File: config.mk
export PLATFORM = sky130hd
export DESIGN_NAME = pc_sequencer
export DESIGN_NICKNAME = d
export VERILOG_FILES = /design/src/rtl/pc_seq_pkg.sv /design/src/rtl/pc_next_calc.sv /design/src/rtl/pc_sequencer.sv
export SDC_FILE = /design/constraint.sdc
export NUM_CORES = 1
export LEC_CHECK = 0
export CAP_MARGIN = 15
export CELL_PAD_IN_SITES_DETAIL_PLACEMENT = 2
export CELL_PAD_IN_SITES_GLOBAL_PLACEMENT = 2
export CORE_MARGIN = 4
export CORE_UTILIZATION = 31
export CTS_CLUSTER_DIAMETER = 150
export CTS_CLUSTER_SIZE = 28
export DETAILED_ROUTE_END_ITERATION = 16
export GPL_ROUTABILITY_DRIVEN = 0
export PLACE_DENSITY = 0.82
export SETUP_SLACK_MARGIN = 0.05
export SYNTH_ARGS = -nofsm -noshare
export SYNTH_HDL_FRONTEND = slang
export SYNTH_SLANG_ARGS = --single-unit
File: constraint.sdc
create_clock -name Clk -period 1.77 [get_ports Clk]
set_input_delay 0.531 -clock Clk [delete_from_list [all_inputs] [get_ports Clk]]
set_output_delay 0.531 -clock Clk [all_outputs]
set_load 0.02 [all_outputs]
File: src/rtl/pc_seq_pkg.sv
// rtl/pc_seq_pkg.sv - shared types and helpers for the program-counter sequencer
package pc_seq_pkg;

  typedef enum logic [1:0] {
    IDLE = 2'd0,
    RUN  = 2'd1,
    DONE = 2'd2
  } pc_state_t;

  // Sign-extend an 8-bit word offset; callers size-cast the result down to the PC width.
  function automatic logic [31:0] sext8(input logic [7:0] off);
    return {{24{off[7]}}, off};
  endfunction

endpackage

File: src/rtl/pc_next_calc.sv
// rtl/pc_next_calc.sv - combinational next-PC selection for one RUN cycle
module pc_next_calc
  import pc_seq_pkg::*;
#(
  parameter int D = 12
) (
  input  logic [D-1:0] Prog_ctr,
  input  logic         Stall,
  input  logic         Halt,
  input  logic         Branch_en,
  input  logic         Cond,
  input  logic [7:0]   Branch_offset,
  output logic [D-1:0] next_pc,
  output logic         br_taken
);

  logic [D-1:0] off_ext;

  assign off_ext = D'(sext8(Branch_offset));

  // Priority: stall, then halt hold the PC; a taken branch adds the offset; otherwise step by one.
  always_comb begin
    br_taken = 1'b0;
    next_pc  = Prog_ctr;
    if (!Stall && !Halt) begin
      if (Branch_en && Cond) begin
        br_taken = 1'b1;
        next_pc  = Prog_ctr + off_ext;
      end else begin
        next_pc  = Prog_ctr + D'(1);
      end
    end
  end

endmodule

File: src/rtl/pc_sequencer.sv
// rtl/pc_sequencer.sv - PC register, run/halt FSM, watchdog and performance counters
module pc_sequencer
  import pc_seq_pkg::*;
#(
  parameter int           D          = 12,
  parameter logic [D-1:0] RESET_PC   = '0,
  parameter int           CW         = 16,
  parameter int           MAX_CYCLES = 4095
) (
  input  logic          Clk,
  input  logic          Reset_n,
  input  logic          Start,
  input  logic          Stall,
  input  logic          Halt,
  input  logic          Branch_en,
  input  logic          Cond,
  input  logic [7:0]    Branch_offset,
  output logic [D-1:0]  Prog_ctr,
  output logic          Fetch_valid,
  output logic          Done,
  output logic          Timeout,
  output logic [CW-1:0] Cycle_cnt,
  output logic [CW-1:0] Branch_cnt
);

  localparam logic [CW-1:0] WD_LAST = CW'(MAX_CYCLES - 1);
  localparam logic [CW-1:0] CNT_MAX = '1;

  pc_state_t    state, next_state;
  logic         rst_meta, rst_int_n;
  logic [D-1:0] next_pc;
  logic         br_taken;
  logic         in_run, start_acc, halt_act, wd_fire;

  assign in_run    = (state == RUN);
  assign start_acc = Start && !in_run;
  assign halt_act  = in_run && !Stall && Halt;
  // The watchdog yields to a halt in the same cycle so a clean finish never reports a timeout.
  assign wd_fire   = in_run && (Cycle_cnt == WD_LAST) && !halt_act;

  pc_next_calc #(.D(D)) u_next (
    .Prog_ctr      (Prog_ctr),
    .Stall         (Stall),
    .Halt          (Halt),
    .Branch_en     (Branch_en),
    .Cond          (Cond),
    .Branch_offset (Branch_offset),
    .next_pc       (next_pc),
    .br_taken      (br_taken)
  );

  // Reset asserts immediately but releases only after two clean clock edges.
  always_ff @(posedge Clk or negedge Reset_n) begin
    if (!Reset_n) begin
      rst_meta  <= 1'b0;
      rst_int_n <= 1'b0;
    end else begin
      rst_meta  <= 1'b1;
      rst_int_n <= rst_meta;
    end
  end

  // State register.
  always_ff @(posedge Clk or negedge rst_int_n) begin
    if (!rst_int_n) state <= IDLE;
    else            state <= next_state;
  end

  // Next-state selection: Start leaves IDLE/DONE, halt or watchdog leaves RUN.
  always_comb begin
    next_state = state;
    case (state)
      IDLE:    if (Start) next_state = RUN;
      RUN:     if (halt_act || wd_fire) next_state = DONE;
      DONE:    if (Start) next_state = RUN;
      default: next_state = IDLE;
    endcase
  end

  // State-decoded outputs.
  always_comb begin
    Fetch_valid = (state == RUN);
    Done        = (state == DONE);
  end

  // PC, counters and timeout flag; a watchdog cycle counts but does not retire.
  always_ff @(posedge Clk or negedge rst_int_n) begin
    if (!rst_int_n) begin
      Prog_ctr   <= RESET_PC;
      Cycle_cnt  <= '0;
      Branch_cnt <= '0;
      Timeout    <= 1'b0;
    end else if (start_acc) begin
      Prog_ctr   <= RESET_PC;
      Cycle_cnt  <= '0;
      Branch_cnt <= '0;
      Timeout    <= 1'b0;
    end else if (in_run) begin
      if (Cycle_cnt != CNT_MAX) Cycle_cnt <= Cycle_cnt + CW'(1);
      if (wd_fire) begin
        Timeout <= 1'b1;
      end else begin
        Prog_ctr <= next_pc;
        if (br_taken && (Branch_cnt != CNT_MAX)) Branch_cnt <= Branch_cnt + CW'(1);
      end
    end
  end

endmodule
==> summary.txt, run 1 <==
Run status
  • Status: did not finish
  • Fail Step: 4_1_cts
  • Halt Reason: [ERROR DPL-0033] detailed placement checks failed during check placement.

Clock tree
  • CTS Buf Count: 5
  • Max clock buf depth: 2
  • Root Driver: clkbuf_8
  • Htree depth: 2
  • Sink Count: 49
  • Post-CTS Hold Fix Bufs: 0
  • Setup bufs post-CTS: 30
  • CTS resizes: 264

Yosys
  • #FFs+latches synth: 49
  • Synth async-reset ratio: 100%
  • Synth cell types: 55
  • Syn avg cell area: 8.99 um2
  • Post-Synthesis Cells: 332
  • Mapped Area: 2990 um2
  • Top FF cell, synth: dfrtp_1
  • Sequential-to-total area share from yosys stat: 41.1%
  • Post-synth EDFFs: 0
  • YS warnings: 0
  • Mapped Nets: 359

Die
  • Chip height: 106 um
  • I/O pins: 62
  • Initial Util: 32.0%
  • Die X-Extent: 106 um
  • Row cnt: 35

Place
  • Buffers added on ports: 61
  • HPWL Detailed: 10300 um
-- Yosys cell counts (4+ instances only) --
cell | n | share of area [%]
dfrtp_1 | 49 | 41
nor2_1 | 34 | 4.3
nand2_1 | 25 | 3.1
nand3_1 | 25 | 4.2
o21ai_0 | 19 | 3.2
and3_1 | 13 | 2.7
xor2_1 | 13 | 3.8
a21oi_1 | 12 | 2.0
ha_1 | 11 | 4.6
inv_1 | 9 | 1.1
nand4_1 | 9 | 1.9
and2_1 | 7 | 1.5
nor3_1 | 7 | 1.2
a21o_1 | 6 | 1.5
clkbuf_1 | 6 | 0.75
xnor2_1 | 6 | 1.8
a211oi_1 | 5 | 1.3
a22o_1 | 5 | 1.5
nor4_1 | 5 | 1.0
o31ai_1 | 5 | 1.3
or4_1 | 5 | 1.3
a31oi_1 | 4 | 0.84
mux2i_1 | 4 | 1.3
o21a_1 | 4 | 1.0
or3_1 | 4 | 0.84
-- stage by stage --
step / instances / hold slack [ns] / worst slack, ns / instance area, um2 / TNS (ns)
after detailed placement: 621 / 0.282 / -1.68 / 4620 / -33.94
after floorplan: 332 / 0.235 / -0.875 / 3100 / -10.25
after global placement: 621 / 0.265 / -1.54 / 4620 / -28.09
-- kinds of logic after synthesis --
kind of cell	synth area share, %
fa+ha+maj	5.28
flops	41.1
xor+xnor	5.57
compound gates	18.1
other cells	0.126
mux	1.34
simple gates	25.1
buf+inv	3.44
==> inputs of run 2 (changes only) <==
- CELL_PAD_IN_SITES_DETAIL_PLACEMENT: 2 -> default
- CELL_PAD_IN_SITES_GLOBAL_PLACEMENT: 2 -> default
- CORE_UTILIZATION: 31 -> 37
- CTS_CLUSTER_DIAMETER: 150 -> default
- CTS_CLUSTER_SIZE: 28 -> default
- PLACE_DENSITY: 0.82 -> default
- PLACE_DENSITY_LB_ADDON: default -> 0.15
- SETUP_SLACK_MARGIN: 0.05 -> default
==> summary.txt, run 2 <==
Yosys
  • Synth async-reset ratio: 100%
  • Post-synth EDFFs: 0
  • Top FF cell, synth: dfrtp_1
  • #FFs+latches synth: 49
  • Mapped Nets: 359
  • Synth top cells by count: dfrtp_1 (49), nor2_1 (34), nand2_1 (25), nand3_1 (25), o21ai_0 (19)
  • Syn avg cell area: 8.99 um2
  • YS warnings: 0
  • Post-Synthesis Cells: 332
  • Sequential-to-total area share from yosys stat: 41.1%
  • Synth top area cells: dfrtp_1 (41%), ha_1 (4.6%), nor2_1 (4.3%)
  • Top-count cell post-synth: dfrtp_1
  • Mapped Area: 2990 um2
  • Yosys top cell area share: 41.1%
  • Dominant cell type by area after synthesis: dfrtp_1
  • Synth cell types: 55

Setup path
  • Reg2reg start: state[1]
  • Crit path cell chain: buf_8, nand2_8, or2_4, ha_4, fa_2, a211oi_4, o21ai_2, buf_4, a21oi_2, mux2i_1, nor4_1, a211o_1
  • Worst path max stage delay: 0.40 ns
  • WP buf/inv: 2
  • R2R Setup Slk: -0.58 ns
  • Crit path launch type: primary input
  • RR Endpoint: Branch_cnt[13]
  • Slowest library cell on the worst path: fa_2
  • WP data required: 1.97 ns
  • Crit Path Max Fanout: 3
  • Critical path's top delay family: compound AO/OA/AOI/OAI gates
  • Reg2Reg Depth: 5
  • Kind of critical path: primary input to flop
  • Critical Path Sink Type: flop
  • CP Data Arrival Time: 2.67 ns

Timing
  • Actual slew at the worst max-slew pin: 0.669 ns
  • Setup violators final: 29
  • Period utilisation layout: 139%
  • Fin crit period: 2.46 ns
  • RSZ-0062 raised after global routing: yes
  • Slew Viols, Final: 0
  • Skew final: 0.0113 ns
  • Fmax: 406 MHz
  • Rel. slew slack: 55.0%
  • Final worst slack: -0.693 ns
  • Final Hold Fails: 0
  • TNS Setup: -11.92 ns

Cells and area
  • Area grow syn2layout: 82.9%
  • Sequential cell area: 1240 um2
  • Fillers: 585
  • Final #Nets: 561
  • Most common cell after layout, fill and taps aside: buf_4
  • Layout cells sized above 1: 49.0%
  • Biggest regs: Branch_cnt (16), Cycle_cnt (16), Prog_ctr (12)
  • Area of the multi-input gates: 2260 um2
  • Diode count: 0
  • Most frequent cells in the layout: buf_4 (121), dlygate4sd2_1 (42), dfrtp_1 (37), nor2_1 (30), buf_6 (25)

Routing
  • 1st-iter DRT viols: 156
  • Detailed Route WL: 10900 um
  • DR WL/cell: 17.1 um
  • Pre-antenna DRT Iters: 5
  • Via Count: 3489
  • Routed vias/inst: 5.48
  • # DRC: 0
  • Final antenna-violating net count: 0

Worst hold path
  • Hold worst-path end: rst_int_n
  • Hold wc startpoint: rst_meta
  • Hold/Removal Path Class: flop to flop
  • Hold Crit Depth: 0

Clock tree
  • Clock Latency Late Sink: 0.31 ns
  • Root Driver: clkbuf_8
  • Htree depth: 2
  • Post-CTS Hold Fix Bufs: 0
  • CTS Buf Count: 5
  • TritonCTS clock tree: yes
  • Max clock buf depth: 2
  • CTS clk-pin slew, worst paths: 0.10 ns
  • Sink Count: 49

Die
  • Die footprint: 9570 um2
  • Core area: 7770 um2
  • I/O pins: 62
  • Initial Util: 38.4%
  • Row cnt: 32
  • Chip height: 97.8 um
  • Die X-Extent: 97.8 um

Flow run
  • Max-cap violations: 0

Global routing
  • GRT Residual Overflow: 0
  • First-pass GRT wire length: 16200 um
  • Vias in the first global route: 3407
  • Antenna violations before repair: 0
  • Largest net degree at the start of global routing: 48
  • GRT Util Overall: 20.3%

Run status
  • Status: finished, violations left
  • Failing checks: negative setup slack

Place
  • Buffers added on ports: 61
  • Place WS: -1.55 ns
  • HPWL Detailed: 6400 um

Power and ir drop
  • Total power: 5.15 mW
  • PD cells: 944 nW/um2
  • VDD IR-drop max: 589 uV
  • Static leakage: 2.62 nW
run 2: worst max path at each step:
stage	from	end	depth (start not counted)
2_1_floorplan	Branch_en	Prog_ctr[10]	10
3_3_place_gp	Branch_en	Prog_ctr[10]	11
3_5_place_dp	Branch_en	Prog_ctr[10]	11
4_1_cts	Branch_en	Prog_ctr[10]	11
5_1_grt	Branch_en	Prog_ctr[10]	11
6_report	Branch_en	Prog_ctr[8]	12
run 2: area by class of cell:
cell class	count	area share [%]
Inverter	10	0.733
Sequential cell	49	22.7
Clock buffer	5	1.26
Timing Repair Buffer	205	31.1
Clock inverter	3	0.458
Multi-Input combinational cell	263	41.4
Tap cell	102	2.34
run 2: stage by stage:
step | util [%] | instance area (um2) | instances | hold slack [ns]
floorplan | - | 3100 | 332 | 0.235
global placement | 59.0 | 4590 | 594 | 0.339
detailed placement | 59.0 | 4590 | 594 | 0.343
CTS | 66.1 | 5130 | 618 | 0.367
global route | 70.3 | 5460 | 637 | 0.352
finish | 70.3 | 5460 | 637 | 0.365
run 2: logic make-up (layout without fill, tap and decap cells):
| group | count (synthesis) | count (layout) | share of synthesized area (%) |
|---|---|---|---|
| flip-flops | 49 | 49 | 41.1 |
| AND/OR/NAND/NOR | 145 | 145 | 25.1 |
| buffers and inverters | 22 | 223 | 3.44 |
| AO/OA/AOI/OAI | 80 | 82 | 18.1 |
| adder cells (fa/ha/maj) | 12 | 12 | 5.28 |
| other | 1 | 1 | 0.126 |
| XOR/XNOR | 19 | 19 | 5.57 |
| multiplexers | 4 | 4 | 1.34 |
run 2: where the power goes:
part	switching [mW]	internal [mW]
combinational	1.48	1.48
sequential	0.168	1.28
clock	0.455	0.290
run 2: timing repair:
item / CTS / global route
resized for setup: 160 / 62
setup buffers: 14 / 20
setup endpoints to repair: 82 / 49
pin swaps: 57 / 50
cloned: 3 / 0
run 2: metal layers:
layer  vias up  wire length (um)  global-route usage [%]
met5         -                 0                       0
met4         0               187                    5.64
met3        20               514                    2.79
met2       120              5520                    34.5
met1      1715              4700                    27.0
li1       1634                 -                       -
(Power assumes the default switching activity.)
